File: config.mk
export PLATFORM = sky130hd
export DESIGN_NAME = icache_direct_flat
export DESIGN_NICKNAME = d
export VERILOG_FILES = /design/src/rtl/icache_direct_if.sv /design/src/rtl/icache_direct.sv /design/src/flat_wrapper.sv
export SDC_FILE = /design/constraint.sdc
export NUM_CORES = 2
export LEC_CHECK = 0
export ABC_AREA = 0
export BUFFER_PORTS_ARGS = -buffer_cell sky130_fd_sc_hd__clkbuf_2
export CORE_ASPECT_RATIO = 1.2
export CORE_UTILIZATION = 62
export DETAILED_ROUTE_END_ITERATION = 8
export GPL_TIMING_DRIVEN = 1
export PLACE_DENSITY = 0.79
export SLEW_MARGIN = 0
export SYNTH_ARGS = -nofsm -noshare
export SYNTH_HDL_FRONTEND = slang
export SYNTH_SLANG_ARGS = --single-unit
File: constraint.sdc
create_clock -name clk -period 6.6 [get_ports clk]
set_clock_uncertainty 0.15 [all_clocks]
set_input_delay 1.32 -clock clk [delete_from_list [all_inputs] [get_ports clk]]
set_output_delay 1.32 -clock clk [all_outputs]
set_load 0.02 [all_outputs]
File: src/rtl/icache_direct_if.sv
// ============================================================================
// Module   : icache_direct_if
// Brief    : Fetch-port and RAM word-port bundle for icache_direct.
// Revision : 1.0 - initial release
// ============================================================================
`default_nettype none

interface icache_direct_if;
    logic        cpu_req;
    logic [31:0] cpu_addr;
    logic [31:0] cpu_inst;
    logic        cpu_valid;
    logic        flush;
    logic        mem_req;
    logic [31:0] mem_addr;
    logic        mem_ack;
    logic [31:0] mem_rdata;
    logic [31:0] access_count;
    logic [31:0] miss_count;

    // Cache side
    modport slave (
        input  cpu_req, cpu_addr, flush, mem_ack, mem_rdata,
        output cpu_inst, cpu_valid, mem_req, mem_addr, access_count, miss_count
    );

    // Core + RAM side
    modport master (
        output cpu_req, cpu_addr, flush, mem_ack, mem_rdata,
        input  cpu_inst, cpu_valid, mem_req, mem_addr, access_count, miss_count
    );
endinterface

`default_nettype wire

File: src/rtl/icache_direct.sv
// ============================================================================
// Module   : icache_direct
// Brief    : Direct-mapped read-only I-cache, 16-byte lines, same-cycle hits,
//            whole-line refill over a req/ack word port.
//            Optional counters enabled by macro ICACHE_STATS_EN.
// Revision : 1.0 - initial release
// ============================================================================
`default_nettype none

module icache_direct #(
    parameter int LINES = 16
) (
    input wire clk,
    input wire rst_n,
    icache_direct_if.slave bus
);

    localparam int IB = $clog2(LINES);
    localparam int TW = 28 - IB;

    typedef enum logic [0:0] {
        ST_IDLE   = 1'b0,
        ST_REFILL = 1'b1
    } state_t;

    state_t            r_state;
    logic [TW-1:0]     r_fill_tag;
    logic [IB-1:0]     r_fill_index;
    logic [1:0]        r_cnt;
    logic              r_flush_pending;
    logic [LINES-1:0]  r_valid;
    logic              r_mem_req;
    logic [31:0]       r_mem_addr;

    logic [TW-1:0]     r_tag  [LINES];
    logic [31:0]       r_data [LINES][4];

    logic [IB-1:0]     w_index;
    logic [TW-1:0]     w_tag;
    logic [1:0]        w_off;
    logic              w_hit;
    logic              w_miss;
    logic              w_wr;
    logic              w_last;
    logic              w_unused;

    assign w_index  = bus.cpu_addr[4+IB-1:4];
    assign w_tag    = bus.cpu_addr[31:4+IB];
    assign w_off    = bus.cpu_addr[3:2];
    assign w_unused = &{1'b0, bus.cpu_addr[1:0]};

    assign w_hit  = (r_state == ST_IDLE) && bus.cpu_req && r_valid[w_index]
                    && (r_tag[w_index] == w_tag);
    assign w_miss = (r_state == ST_IDLE) && bus.cpu_req && !w_hit;
    assign w_wr   = (r_state == ST_REFILL) && bus.mem_ack;
    assign w_last = w_wr && (r_cnt == 2'd3);

    always_ff @(posedge clk or negedge rst_n) begin
        if (!rst_n) begin
            r_state         <= ST_IDLE;
            r_fill_tag      <= '0;
            r_fill_index    <= '0;
            r_cnt           <= 2'd0;
            r_flush_pending <= 1'b0;
            r_valid         <= '0;
            r_mem_req       <= 1'b0;
            r_mem_addr      <= 32'd0;
        end else begin
            if (bus.flush) begin
                r_valid <= '0;
            end
            case (r_state)
                ST_IDLE: begin
                    if (w_miss) begin
                        r_fill_tag   <= w_tag;
                        r_fill_index <= w_index;
                        r_cnt        <= 2'd0;
                        r_mem_req    <= 1'b1;
                        r_mem_addr   <= {w_tag, w_index, 4'b0000};
                        r_state      <= ST_REFILL;
                    end
                end
                ST_REFILL: begin
                    if (bus.flush) begin
                        r_flush_pending <= 1'b1;
                    end
                    if (bus.mem_ack) begin
                        r_cnt <= r_cnt + 2'd1;
                        if (r_cnt == 2'd3) begin
                            // A flush seen at any point of the refill keeps the new line invalid
                            r_valid[r_fill_index] <= !(r_flush_pending || bus.flush);
                            r_flush_pending       <= 1'b0;
                            r_mem_req             <= 1'b0;
                            r_state               <= ST_IDLE;
                        end else begin
                            r_mem_addr <= {r_fill_tag, r_fill_index, r_cnt + 2'd1, 2'b00};
                        end
                    end
                end
                default: r_state <= ST_IDLE;
            endcase
        end
    end

    // Line storage carries no reset; validity alone gates its use
    always_ff @(posedge clk) begin
        if (w_wr) begin
            r_data[r_fill_index][r_cnt] <= bus.mem_rdata;
        end
        if (w_last) begin
            r_tag[r_fill_index] <= r_fill_tag;
        end
    end

    assign bus.cpu_valid = w_hit;
    assign bus.cpu_inst  = w_hit ? r_data[w_index][w_off] : 32'd0;
    assign bus.mem_req   = r_mem_req;
    assign bus.mem_addr  = r_mem_addr;

`ifdef ICACHE_STATS_EN
    logic [31:0] r_access_count;
    logic [31:0] r_miss_count;

    always_ff @(posedge clk or negedge rst_n) begin
        if (!rst_n) begin
            r_access_count <= 32'd0;
            r_miss_count   <= 32'd0;
        end else begin
            if (w_hit) begin
                r_access_count <= r_access_count + 32'd1;
            end
            if (w_miss) begin
                r_miss_count <= r_miss_count + 32'd1;
            end
        end
    end

    assign bus.access_count = r_access_count;
    assign bus.miss_count   = r_miss_count;
`else
    assign bus.access_count = 32'd0;
    assign bus.miss_count   = 32'd0;
`endif

endmodule

`default_nettype wire

File: src/flat_wrapper.sv
// flat-port wrapper written by rule: the top's interface ports become plain ports
module icache_direct_flat 
#(
    parameter int LINES = 16
)
  (clk, rst_n, bus_cpu_req, bus_cpu_addr, bus_flush, bus_mem_ack, bus_mem_rdata, bus_cpu_inst, bus_cpu_valid, bus_mem_req, bus_mem_addr, bus_access_count, bus_miss_count);
  icache_direct_if bus_i ();
  input wire clk;
  input wire rst_n;
  input wire logic [$bits(bus_i.cpu_req)-1:0] bus_cpu_req;
  input wire logic [$bits(bus_i.cpu_addr)-1:0] bus_cpu_addr;
  input wire logic [$bits(bus_i.flush)-1:0] bus_flush;
  input wire logic [$bits(bus_i.mem_ack)-1:0] bus_mem_ack;
  input wire logic [$bits(bus_i.mem_rdata)-1:0] bus_mem_rdata;
  output wire logic [$bits(bus_i.cpu_inst)-1:0] bus_cpu_inst;
  output wire logic [$bits(bus_i.cpu_valid)-1:0] bus_cpu_valid;
  output wire logic [$bits(bus_i.mem_req)-1:0] bus_mem_req;
  output wire logic [$bits(bus_i.mem_addr)-1:0] bus_mem_addr;
  output wire logic [$bits(bus_i.access_count)-1:0] bus_access_count;
  output wire logic [$bits(bus_i.miss_count)-1:0] bus_miss_count;
  assign bus_i.cpu_req = bus_cpu_req;
  assign bus_i.cpu_addr = bus_cpu_addr;
  assign bus_i.flush = bus_flush;
  assign bus_i.mem_ack = bus_mem_ack;
  assign bus_i.mem_rdata = bus_mem_rdata;
  assign bus_cpu_inst = bus_i.cpu_inst;
  assign bus_cpu_valid = bus_i.cpu_valid;
  assign bus_mem_req = bus_i.mem_req;
  assign bus_mem_addr = bus_i.mem_addr;
  assign bus_access_count = bus_i.access_count;
  assign bus_miss_count = bus_i.miss_count;
  icache_direct #(.LINES(LINES)) u_core (.clk(clk), .rst_n(rst_n), .bus(bus_i));
endmodule
Word-level counts from Yosys, hierarchy flattened
Memories as Yosys holds them, arrays and structs flattened.
Cells that the tools add are included.
{"block": "classes", "n_reduce_logical": 15, "n_lt_le_gt_ge": 6, "mux": 37, "n_eq_ne": 6, "n_bitwise": 3, "n_addsub": 1}
{"operator": "32-bit two-way mux", "n": 7}
{"operator": "128-bit two-way mux", "n": 1}
{"operator": "32-bit binary-select mux with 2-bit select", "n": 1}
{"operator": "32-bit demux with 2-bit select", "n": 1}
{"operator": "16-bit two-way mux", "n": 4}
{"operator": "32-bit case mux with 2 select lines", "n": 1}
{"operator": "24-bit equality test", "n": 1}
{"operator": "16-bit bitwise mux", "n": 1}
{"operator": "1-bit two-way mux", "n": 14}
{"operator": "4-bit by 5-bit < comparator with 1-bit output (second input constant)", "n": 2}
{"operator": "1-bit logical AND", "n": 8}
{"operator": "3-bit greater-or-equal comparator (second input constant)", "n": 2}
{"operator": "2-bit inequality test (second input constant)", "n": 3}
{"operator": "2-bit NOT with 3-bit output", "n": 2}
{"operator": "3-bit AND reduction", "n": 2}
{"operator": "1-bit binary-select mux with 4-bit select", "n": 1}
{"operator": "1-bit demux with 4-bit select", "n": 1}
{"operator": "4-bit by 1-bit greater-or-equal comparator with 1-bit output (second input constant)", "n": 1}
{"operator": "2-bit two-way mux", "n": 2}
{"operator": "1-bit case mux with 2 select lines", "n": 2}
{"operator": "2-bit case mux with 2 select lines", "n": 1}
{"operator": "2-bit AND reduction", "n": 2}
{"operator": "3-bit by 1-bit < comparator with 1-bit output (second input constant)", "n": 1}
{"operator": "2-bit by 1-bit adder with 2-bit output (second input constant)", "n": 1}
{"operator": "5 further kinds", "n": 6}
{"block": "word_totals", "regBits": 81, "in_bits": 69, "memories": 2, "out_inout_bits": 130, "elab_cells": 78, "ramBits": 2432}
{"memory": "u_core.r_data", "words": 16, "width": 128, "rd": 1, "rd_ports_with_merged_regs": 0, "wr": 1, "line_no": "icache_direct.sv:36", "text": "logic [31:0] r_data [LINES][4];"}
{"memory": "u_core.r_tag", "words": 16, "width": 24, "rd": 1, "rd_ports_with_merged_regs": 0, "wr": 1, "line_no": "icache_direct.sv:35", "text": "logic [TW-1:0] r_tag [LINES];"}

Logic depth before layout (Yosys ltp)
{"block": "depth", "depth_word": 8, "depth_mapped": 17, "ltp_nobuf": 8}

Worst setup path before layout
OpenSTA, ideal clock, no wires.
{"block": "synth_timing", "kind": "input -> output", "from": "input bus_cpu_addr[5]", "to": "output bus_cpu_inst[0]", "setup_slack_ps": 376, "arrival_ps": 4754, "stages": 13, "required_ps": 5130, "path_cell_list": "buf_2 > buf_4 > buf_4 > clkbuf_1 > mux4_2 > a22oi_1 > nand3_1 > xor2_1 > or4_4 > nor4b_4 > nand3_1 > buf_2 > a211oi_1"}
{"block": "synth_between", "elab_chain_len": 5, "word_cells_on_any_way": 11, "cone_classes": "eq/ne (1); mux (6); reduce/logical (2); memory (2)"}
{"element": "start: declaration", "line_no": "flat_wrapper.sv:11", "text": "input wire logic [$bits(bus_i.cpu_addr)-1:0] bus_cpu_addr;"}
{"element": "memory read 16 x 128 bit / 1-bit binary-select mux with 4-bit select (equally long branches)"}
{"element": "32-bit binary-select mux with 2-bit select / 1-bit two-way mux (equally long branches)", "line_no": "icache_direct.sv:116, icache_direct.sv:52"}
{"element": "32-bit two-way mux (implied by the code) / 1-bit logical AND (equally long branches)", "line_no": "icache_direct.sv:116, icache_direct.sv:52"}
{"element": "32-bit two-way mux (implied by the code) / 1-bit logical AND (equally long branches)", "line_no": "icache_direct.sv:116, icache_direct.sv:53"}
{"element": "32-bit two-way mux *", "line_no": "icache_direct.sv:116", "text": "assign bus.cpu_inst = w_hit ? r_data[w_index][w_off] : 32'd0;"}
{"element": "end: declaration", "line_no": "flat_wrapper.sv:15", "text": "output wire logic [$bits(bus_i.cpu_inst)-1:0] bus_cpu_inst;"}
Mark *: on every way between the ends. The rest lies on a longest branch, timed or not. The select of a mux whose other input is x is not followed.

Final worst setup path
{"block": "layout_timing", "from": "input bus_cpu_addr[6]", "to": "output bus_cpu_inst[20]"}
The elaborated chain is that of the path after synthesis.

==> impl_metrics.toml <==
[run_status]
outcome = "finished, final reports clean"

[sta]
drv_slew = 0
period_needed_ns = 6.483
max_freq_mhz = 154.3
layout_setup_ws_ns = 0.1172
setup_viol = 0
rsz0062_at_grt = "no"
tightestPinTransition_ns = 1.356
setup_tns_ns = 0
finalHoldViolCount = 0
post-route-period-util_pct = 98.22
relSlewSlack_pct = 9.580

[pwr]
finalPower_mw = 35.60
powerDensity_mw_per_mm2 = 323.7
irDropWorstVdd_mv = 0.3953
p_leak_nw = 34.98

[layout]
drive_gt1_share_pct = 31.07
syn_to_final_growth_pct = 11.72
num-nets-final = 4705
register_area_sq_mm = 0.07501
final_cell_mix = "edfxtp_1, mux4_2, clkbuf_16"
layout_commonest_cell = "edfxtp_1"
multiInputGateArea_sq_mm = 0.02249
fin_util_pct = 70.08
nFillCells = 8321

[clocking]
clockBufferDepth = 3
cts.sinks = 2511
cts_resized = 0
cts_setup_buffers = 0
path_clk_slew_ns = 0.06
cts_tree = "yes"
clk_latency_ns = 0.86
cts_hold_buf = 0
htreeDepth = 4
numCtsBuffers = 217
cts-root-buf = "clkbuf_16"

[detailed_routing]
wirelength_microns = 255500
drc_errors = 0
drtPass1Iterations = 6
wire_per_inst_microns = 36.95
drt_iter0_markers = 7237
routed_via_density = 7.231
dr_total_vias = 50010
ant_nets = 0

[logic_synthesis]
ys_ff_latch = 2511
async_reset_ff_share_pct = 3.146
synth_top_area_share_pct = 74.18
yosys-top-cells-area = "edfxtp_1, mux4_2, dfrtp_1"
syn_avg_cell_area_sq_um = 22.66
synth_cell_types = 65
synth-edff-count = 2432
ys_seq_area_share_pct = 76.18
synth_area_sq_mm = 0.09846
yosysWarnings = 0
syn_inst = 4345
yosys_most_used_dff = "edfxtp_1"
synth_area_leader_cell = "edfxtp_1"

[critical_path]
crit_end = "bus_cpu_inst[20]"
reg2reg_slack_ns = 2.65
r2r-end = "u_core.bus.mem_addr[21]"
critical_path_arrival_ns = 5.01
crit_fanout = 49
worst_r2r_path_depth = 8
critPathCaptureType = "primary output"
r2r-start = "u_core.r_tag[7][15]"
crit_start = "bus_cpu_addr[6]"
crit_path_start_kind = "primary input"
cp.required_ns = 5.13
path_class = "primary input to primary output"

[placed_design]
dp_hpwl_microns = 127600
post-place-ws_ns = 0.2153
gp_congestion = 0.8720
io_buffers = 130

[die]
ios = 199
die_width_microns = 365.8
die_area_sq_mm = 0.1604
core_area_sq_mm = 0.1570
rows = 159
die-height_microns = 438.5
start_util_pct = 62.72

[global_routing]
grt_start_max_net_pins = 131
track_usage_pct = 32.17
grt_overflow = 0
antenna_found_initial = 19
grt_first_pass_wirelength_microns = 365100
first_global_vias = 50680

[job]
drv_cap = 0

[worst_hold_path]
hold_path.class = "flop to flop"
-- layout make-up --
type                            instances  area share (%)
Timing Repair Buffer                  319           2.294
Antenna cell                            8         0.01820
Inverter                               11         0.04209
Clock inverter                        130           1.321
Multi-Input combinational cell       1572           20.45
Tap cell                             2093           2.381
Sequential cell                      2511           68.19
Clock buffer                          272           5.304
-- registers in the layout, summed over array words and instances, names as in the netlist --
name,flops
u_core.r_valid,16
u_core.r_fill_index,4
u_core.bus.mem_req,1
u_core.r_flush_pending,1
u_core.bus.mem_addr,30
u_core.r_data,2048
u_core.r_tag,384
u_core.r_state,1
u_core.r_fill_tag,24
u_core.r_cnt,2
-- kinds of logic (layout without fill, tap and decap cells) --
logic type | count (synthesis) | after routing | share of synthesized area, %
AO/OA/AOI/OAI | 220 | 220 | 1.376
multiplexers | 853 | 853 | 18.20
AND/OR/NAND/NOR | 404 | 404 | 2.221
adder cells (fa/ha/maj) | 4 | 4 | 0.05084
XOR/XNOR | 25 | 25 | 0.2224
flip-flops | 2511 | 2511 | 76.18
other | 1 | 74 | 0.003809
buffers and inverters | 327 | 732 | 1.740
-- critical path, cell delays in order --
cell      delay, ns
buf_8          0.40
buf_4          0.55
mux4_2         0.40
mux2i_1        0.23
xor2_1         0.19
nand2_1        0.10
a22oi_1        0.18
buf_4          0.18
nor4b_4        0.29
nand3_2        0.15
buf_12         0.23
a211oi_1       0.30
buf_4          0.22
clkbuf_2       0.18
-- stage by stage --
step	hold slack, ns	instances	cell area [sq um]
floorplan	0.3628	4410	98700
global placement	0.3130	6504	102700
detailed placement	0.3227	6504	102700
CTS	0.3373	6906	109900
global route	0.3527	6915	110000
finish	0.3405	6916	110000
-- power breakdown --
group          total, mW  switching (mW)  leakage [nW]  internal [mW]
Sequential          19.1           0.637          22.8           18.5
Combinational       3.25            2.07          8.59           1.18
Clock               13.3            5.80          3.56           7.46
-- per-layer routing --
metal / global-route usage [%] / share of wire (%)
met1: 41.54 / 34
met2: 53.20 / 51
met5: 0 / 0.032
met3: 6.278 / 11
met4: 15.56 / 5.0
-- cells in the mapped netlist (all sizes together), types with 16 or more instances --
cell type     n
a211oi       37
a21oi        54
and2         35
and3         29
buf         195
clkbuf      121
dfrtp        79
edfxtp     2432
mux2         47
mux2i        68
mux4        738
nand2        55
nand3        75
nand4b       30
nor2         91
nor2b        32
o21ai        78
or3          16
-- how the worst min path moves through the flow --
stage | cells after the start | end | slack, ns | startpoint
floorplan | 2 | u_core.r_valid[1] | 0.36 | u_core.r_valid[1]
global placement | 1 | u_core.bus.mem_req | 0.31 | u_core.bus.mem_req
finish | 1 | u_core.bus.mem_req | 0.34 | u_core.bus.mem_req
CTS | 1 | u_core.bus.mem_req | 0.34 | u_core.bus.mem_req
global route | 1 | u_core.bus.mem_req | 0.35 | u_core.bus.mem_req
detailed placement | 1 | u_core.bus.mem_req | 0.32 | u_core.bus.mem_req
No activity file was read; power rests on OpenSTA's default activity.
